**src/rtl/pixel_readout_buffer.sv**
```systemverilog
// pixel_readout_buffer: ping-pong row buffer; captures controller rows and serializes pixels onto a valid/ready stream with stall/overflow flags.
module pixel_readout_buffer #(
  parameter int WIDTH = 2,
  parameter int HEIGHT = 2,
  parameter int PIXEL_BITS = 8,
  parameter int ROW_BITS = (HEIGHT > 1) ? $clog2(HEIGHT) : 1,
  parameter int COL_BITS = (WIDTH > 1) ? $clog2(WIDTH) : 1
) (
  input  logic                        SYSTEM_CLK,
  input  logic                        SYSTEM_RESET_N,
  input  logic                        MEMORY_READ_ENABLE,
  input  logic [ROW_BITS-1:0]         MEMORY_ROW,
  input  logic [WIDTH*PIXEL_BITS-1:0] DATA_IN,
  output logic                        READ_STALL,
  output logic                        OVERFLOW,
  input  logic                        PIXEL_READY,
  output logic                        PIXEL_VALID,
  output logic [PIXEL_BITS-1:0]       PIXEL_DATA,
  output logic [ROW_BITS-1:0]         PIXEL_ROW,
  output logic [COL_BITS-1:0]         PIXEL_COL,
  output logic                        FRAME_END
);
  logic [WIDTH*PIXEL_BITS-1:0] data_q [2];
  logic [ROW_BITS-1:0] tag_q [2];
  logic wp, rp, last, cap, pop, xfer;
  logic [1:0] count;
  logic [COL_BITS-1:0] col;
  always_comb begin
    PIXEL_VALID = count != 2'd0;
    READ_STALL = count == 2'd2;
    last = col == COL_BITS'(WIDTH - 1);
    xfer = PIXEL_VALID & PIXEL_READY;
    pop = xfer & last;
    cap = MEMORY_READ_ENABLE & ~READ_STALL;
    PIXEL_DATA = PIXEL_VALID ? data_q[rp][col*PIXEL_BITS +: PIXEL_BITS] : '0;
    PIXEL_ROW = PIXEL_VALID ? tag_q[rp] : '0;
    PIXEL_COL = PIXEL_VALID ? col : '0;
    FRAME_END = PIXEL_VALID & (tag_q[rp] == ROW_BITS'(HEIGHT - 1)) & last;
  end
  always_ff @(posedge SYSTEM_CLK) begin
    if (cap) begin
      data_q[wp] <= DATA_IN;
      tag_q[wp] <= MEMORY_ROW;
    end
  end
  always_ff @(posedge SYSTEM_CLK) begin
    if (!SYSTEM_RESET_N) begin
      wp <= 1'b0;
      rp <= 1'b0;
      count <= 2'd0;
      col <= '0;
      OVERFLOW <= 1'b0;
    end else begin
      wp <= wp ^ cap;
      rp <= rp ^ pop;
      count <= count + 2'(cap) - 2'(pop);
      if (xfer) col <= last ? '0 : col + 1'b1;
      if (MEMORY_READ_ENABLE & READ_STALL) OVERFLOW <= 1'b1;
    end
  end
endmodule

```
**config.mk**
```make
export PLATFORM = sky130hd
export DESIGN_NAME = pixel_readout_buffer
export DESIGN_NICKNAME = d
export VERILOG_FILES = /design/src/rtl/pixel_readout_buffer.sv
export SDC_FILE = /design/constraint.sdc
export NUM_CORES = 1
export LEC_CHECK = 0
export ABC_AREA = 1
export CAP_MARGIN = 10
export CORE_AREA = 3 3 64 66
export CTS_CLUSTER_DIAMETER = 40
export CTS_CLUSTER_SIZE = 20
export DETAILED_ROUTE_END_ITERATION = 6
export DIE_AREA = 0 0 67 69
export GPL_TIMING_DRIVEN = 0
export PLACE_DENSITY = 0.75
export SLEW_MARGIN = 20
export SYNTH_ARGS = -nofsm -noshare
export SYNTH_HDL_FRONTEND = slang
export SYNTH_SLANG_ARGS = --single-unit
export TNS_END_PERCENT = 20
```
**constraint.sdc**
```tcl
create_clock -name SYSTEM_CLK -period 3.02 [get_ports SYSTEM_CLK]
set_input_delay 0.755 -clock SYSTEM_CLK [delete_from_list [all_inputs] [get_ports SYSTEM_CLK]]
set_output_delay 0.755 -clock SYSTEM_CLK [all_outputs]
set_load 0.1 [all_outputs]
```
==> results of run 1 <==
-- repair_timing --
| action | 4_1_cts | 5_1_grt |
|---|---|---|
| endpoints found under the hold margin | 0 | 0 |
| gates resized for setup | 11 | 10 |
| setup endpoints to repair | 11 | 7 |
-- kinds of logic after synthesis --
kind of cell    after synthesis
simple gates                 79
flops                        41
buf+inv                      34
compound gates               12
fa+ha+maj                     4
-- through the flow --
stage | power, W | setup TNS [ns] | util
2_1_floorplan | 0.00113 | -3.51 | -
3_3_place_gp | 0.00127 | 0 | 0.591
3_5_place_dp | 0.00127 | 0 | 0.591
4_1_cts | 0.00159 | 0 | 0.611
5_1_grt | 0.00165 | -0.000796 | 0.609
6_report | 0.00158 | 0 | 0.609
-- state kept, by name, indices dropped and copies added (netlist names), named ones only --
name and cells:
OVERFLOW 1, col 1, count 2, data_q 32, rp 1, tag_q 2, wp 1
-- tightest hold or removal path, cell delays in order (launching register included) --
cell and delay (ns):
dfxtp_1 0.31, inv_1 0.05, a21oi_1 0.05
-- power breakdown --
| part | switching, W | total, W | internal (W) |
|---|---|---|---|
| sequential | 0.0000166 | 0.000694 | 0.000678 |
| clock | 0.000185 | 0.000344 | 0.000159 |
| combinational | 0.000420 | 0.000537 | 0.000117 |
| total | 0.000621 | 0.00158 | 0.000954 |
-- placed cells by master, fill, tap and decap left out, types with 2 or more instances in the layout --
master and instances:
a21oi_1 11, buf_6 2, clkbuf_2 3, clkbuf_8 5
clkdlybuf4s15_1 4, clkdlybuf4s50_1 23, clkinv_1 2, clkinv_2 2
dfxtp_1 7, dlygate4sd2_1 4, edfxtp_1 34, ha_1 4
inv_1 27, nand2_1 55, nand3_1 10, nor2_1 10
-- worst max-delay path by stage --
stage                        startpoint       endpoint  slack (ns)  cells after the start
floorplan           count[1]$_SDFF_PN0_  PIXEL_DATA[0]       -0.41                      4
global placement    count[1]$_SDFF_PN0_  PIXEL_DATA[5]        0.06                      5
detailed placement  count[1]$_SDFF_PN0_  PIXEL_DATA[5]        0.07                      5
CTS                 count[1]$_SDFF_PN0_  PIXEL_DATA[5]        0.04                      5
global route        count[1]$_SDFF_PN0_  PIXEL_DATA[7]     -0.0008                      5
finish              count[1]$_SDFF_PN0_  PIXEL_DATA[7]        0.12                      5
-- routing by layer --
layer / vias to the layer above / track usage
met3: 4 / 0.0554
li1: 623 / -
met1: 513 / 0.184
met5: - / 0
met2: 36 / 0.228
met4: 0 / 0.0541
-- final cells by class --
type                            count  share of cell area
Inverter                           30              0.0531
Clock buffer                        5              0.0311
Tap cell                           48              0.0271
Multi-Input combinational cell     95               0.196
Buffer                              4              0.0158
Timing Repair Buffer               34               0.145
Clock inverter                      3             0.00791
Sequential cell                    41               0.525
==> run metrics, run 1 <==
outcome complete, no violations; Worst-Skew Late Latency ~0.29 ns; synth cell count leaders nand2_1, edfxtp_1, inv_1, a21oi_1; endpoints failing setup 0; io pins 35; Worst Hold Margin 0.453 ns; antenna-violating nets left 0; fin crit share 0.959; Initial Utilization 0.479; Post-synth EDFFs 34; clock tree buffer depth 2; largest family of logic cells by synthesized area simple AND/OR/NAND/NOR gates; DIE AREA between 0.004 and 0.005 mm^2; Synth area leader edfxtp_1; synthesized net count a little under 200; crit-path max FO 9; mean number of vias per cell 4.52; ys flop type edfxtp_1; I/O Buffers 34; Post-Synth XOR/XNOR Area 0; total gr overflow 0; Setup WS post-layout roughly 0.12 ns; critical path type flip-flop to output port; synthesized area 0.00174 mm^2; n_diodes 0; CTS Hold Bufs 0; simple-gate share of the synthesized area 0.182; worst slew pin tran 0.964 ns; DR WL met3 212 um; clock sink total 41; DRC viols 0; GRT Resource Usage Total 0.147; skew final 0.00415 ns; Yosys top cell area share 0.586; Netlist cell types 18; Seq/Total Area, Yosys 0.667; worst hold path class flip-flop to flip-flop; Synth Instances 170; Seq. cell area 0.00116 mm^2; CTS buffer count 5; cell family with most CP delay buffers and inverters; die height 69 um; Layout area overhead 27.1%; Leakage between 0.9 and 1 nW; H-tree depth 2; minimum clock period approximately 2.9 ns; vias ~1200; layout cells sized above 1 0.0896; Multi-input gate area 433 um^2; proportion of synthesized area in mux cells 0; Post-CTS Setup Bufs 0; initial drt markers just over 60; Hold Path Depth 2; CTS tree done; Compound-Gate Fraction of Synth Area 0.0345; nets@finish roughly 240; Placement Setup Slack around 0.07 ns; VDD IR max around 0.0004 V; CP endpoint kind output port; vias in the first global route roughly 1100; row cnt 22; RSZ-0062 raised after global routing yes; CP Buf/Inv Count 3; Reg-to-Reg End data_q[0][5]$_DFFE_PP_; Hold Startpoint OVERFLOW$_SDFFE_PN0P_; CP required between 2 and 2.5 ns; Finished Cell Area between 0.002 and 0.0025 mm^2; final hold vios 0; gpl congestion roughly 0.74; Critical Path Max Stage Delay between 0.8 and 0.9 ns; max layer used met4; Slew Limit Fails 0; met2 wire len roughly 1500 um; Area contributors post-synth edfxtp_1, nand2_1, dfxtp_1; core area 0.00363 mm^2; critical-path cell list inv_1 -> nand2_2 -> clkinv_1 -> a21oi_1 -> clkdlybuf4s15_1; Hold Path Sink OVERFLOW$_SDFFE_PN0P_; maximum number of pins on one net before global-route repair 18; most common cell in the netlist nand2_1; DP HPWL 2090 um; Cells after DPL 252; wl on met1 1310 um; wire length per cell roughly 12 um; Finished Layout Cells between 200 and 300; slew margin rel. 0.355; crit path DAT ~2.1 ns; setup slack, reg-to-reg between 1 and 1.5 ns; CP max stage cell clkdlybuf4s15_1; worst-case reg-to-reg path depth 4; Syn Area/Cell about 10 um^2; Die Width around 67 um; initial antenna violation count 0; Clk pin slew, worst setup/hold paths roughly 0.07 ns; Max Clk Rate between 300 and 400 MHz; worst r2r src count[1]$_SDFF_PN0_; adder-cell share of the synthesized area 0.0287; CP Launch Type flip-flop; DP Area 0.00215 mm^2; ys async rst share 0; first-pass GRT wire length 5030 um; fillcell total 320; Max Cap Viol 0; Root Buffer clkbuf_8; DR pass1 iterations 4; Synth Register Bits 41; Power Density 712 mW/mm^2; Yosys warning count 0; DRT Wirelength slightly above 3000 um
Power figures use the tool's default switching activity.
==> run 2: changes to the inputs <==
MAX_ROUTING_LAYER = met4   (was unset)
==> run 2 against run 1 <==
Compared with the run above:
- cell area is the same
- register-to-register slack hardly changed
- highest routed layer unchanged
- flip-flop and latch count unchanged
- largest power group unchanged
- first-iteration DRC count increased by 20%
- via count is 0.85% higher
- clock skew barely moved
- count of clock-buffer cells in the layout did not move
==> run metrics, run 2 (synthesis results as in run 1) <==
outcome complete, no violations; CTS tree done; final hold vios 0; minimum clock period roughly 2.9 ns; first-pass GRT wire length between 5000 and 6000 um; Finished Layout Cells 260; VDD IR max approximately 0.00039 V; Worst Hold Margin approximately 0.45 ns; combinational share of power 0.341; Hold Startpoint OVERFLOW$_SDFFE_PN0P_; worst r2r src count[1]$_SDFF_PN0_; skew final approximately 0.0046 ns; part of the power in registers 0.440; DP HPWL 2090 um; clock tree buffer depth 2; CP Buf/Inv Count 3; sw power 0.000622 W; Max Cap Viol 0; Layout area overhead 27.1%; Pint 0.000954 W; I/O Buffers 34; worst-case reg-to-reg path depth 4; n_diodes 0; Root Buffer clkbuf_8; core area 0.00363 mm^2; Max Clk Rate roughly 340 MHz; Slew Limit Fails 0; Die Width 67 um; antenna-violating nets left 0; Multi-input gate area roughly 430 um^2; CP required roughly 2.3 ns; Leakage roughly 0.96 nW; endpoints failing setup 0; setup slack, reg-to-reg 1.25 ns; row cnt 22; part of the power in the clock network 0.218; mean number of vias per cell about 4.6; vias between 1000 and 1500; Critical Path Max Stage Delay roughly 0.87 ns; DP Area 0.00215 mm^2; worst slew pin tran slightly below 1 ns; gpl congestion 0.752; biggest regs data_q (32), count (2), tag_q (2); Hold Path Sink OVERFLOW$_SDFFE_PN0P_; Hold Path Depth 2; total gr overflow 0; Power Density between 700 and 800 mW/mm^2; Final Power about 0.0016 W; Finished Cell Area 0.00221 mm^2; initial antenna violation count 0; cell family with most CP delay buffers and inverters; max reg flops 32; H-tree depth 2; CP Launch Type flip-flop; most frequent cells in the layout nand2_1, edfxtp_1, inv_1; worst hold path class flip-flop to flip-flop; layout cells sized above 1 0.0896; nets@finish around 240; crit-path max FO 9; RSZ-0062 raised after global routing yes; DRT Wirelength 3070 um; critical-path cell list inv_1 -> nand2_2 -> clkinv_1 -> a21oi_1 -> dlygate4sd2_1; Cells after DPL 252; DIE AREA between 0.004 and 0.005 mm^2; DR pass1 iterations 4; Initial Utilization 0.479; Seq. cell area approximately 0.0012 mm^2; fillcell total 320; clock sink total slightly above 40; fin crit share 0.961; CP max stage cell dlygate4sd2_1; Reg-to-Reg End data_q[0][5]$_DFFE_PP_; initial drt markers 73; vias in the first global route ~1100; die height between 60 and 70 um; slew margin rel. 0.355; GRT Resource Usage Total 0.152; CP endpoint kind output port; Worst-Skew Late Latency approximately 0.29 ns; Clk pin slew, worst setup/hold paths approximately 0.070 ns; Largest Register data_q; CTS Hold Bufs 0; wire length per cell between 10 and 15 um; Net Sw Frac 0.395; io pins 35; CTS buffer count 5; maximum number of pins on one net before global-route repair 18; crit path DAT ~2.2 ns; critical path type flip-flop to output port; most common cell after layout, fill and taps aside nand2_1; DRC viols 0
## run 2: cell counts in the layout (fill, tap and decap cells not counted)
No cell type changed its count.
## run 2: per-layer routing
metal / wire length, um / track usage / up-vias
met5: 0 / - / -
met4: 30 / 0.0541 / 0
met3: 223 / 0.0554 / 4
met2: 1500 / 0.226 / 36
met1: 1310 / 0.189 / 525
li1: - / - / 621
## run 2: worst min-delay path, delay by kind of cell (launching register included)
kind	cells	cell delay [ns]
flops	1	0.31
compound gates	1	0.05
buf+inv	1	0.05
## run 2: how the worst max path moves through the flow
stage                               end  cells past startpoint           startpoint  slack [ns]
after floorplan           PIXEL_DATA[0]                      4  count[1]$_SDFF_PN0_       -0.41
after global placement    PIXEL_DATA[5]                      5  count[1]$_SDFF_PN0_        0.06
after detailed placement  PIXEL_DATA[5]                      5  count[1]$_SDFF_PN0_        0.07
after CTS                 PIXEL_DATA[5]                      5  count[1]$_SDFF_PN0_        0.04
after global routing      PIXEL_DATA[7]                      5  count[1]$_SDFF_PN0_     -0.0008
final                     PIXEL_DATA[6]                      5  count[1]$_SDFF_PN0_        0.12
## run 2: cell type report
type / instances / share of cell area
inverters: 30 / 0.0531
plain buffers: 4 / 0.0158
multi-input cells: 95 / 0.196
repair buffers: 34 / 0.145
well taps: 48 / 0.0271
clock buffers: 5 / 0.0311
clock inverters: 3 / 0.00791
flip-flops and latches: 41 / 0.525
## run 2: power by group through the flow
stage               clock (W)  combinational (W)  sequential (W)
floorplan                   0           0.000415        0.000711
CTS                  0.000354           0.000542        0.000695
global placement            0           0.000560        0.000705
detailed placement          0           0.000564        0.000708
finish               0.000344           0.000538        0.000694
global route         0.000373           0.000575        0.000700
## run 2: repair_timing
item                                    CTS  global route
endpoints found under the hold margin     0             0
gates resized for setup                  11            10
buffers inserted                          0             0
endpoints found under the setup margin   11             7
## run 2: through the flow
step / utilization / worst slack (ns) / TNS [ns]
3_5_place_dp: 0.591 / 0.0705 / 0
6_report: 0.609 / 0.119 / 0
5_1_grt: 0.609 / -0.000805 / -0.000805
4_1_cts: 0.611 / 0.0367 / 0
3_3_place_gp: 0.591 / 0.0632 / 0
2_1_floorplan: - / -0.411 / -3.51
==> run 3: changes to the inputs <==
HOLD_SLACK_MARGIN = 0.05   (was unset)
==> results of run 3 <==
The final DEF is identical to that of run 2; final timing and power are the same.
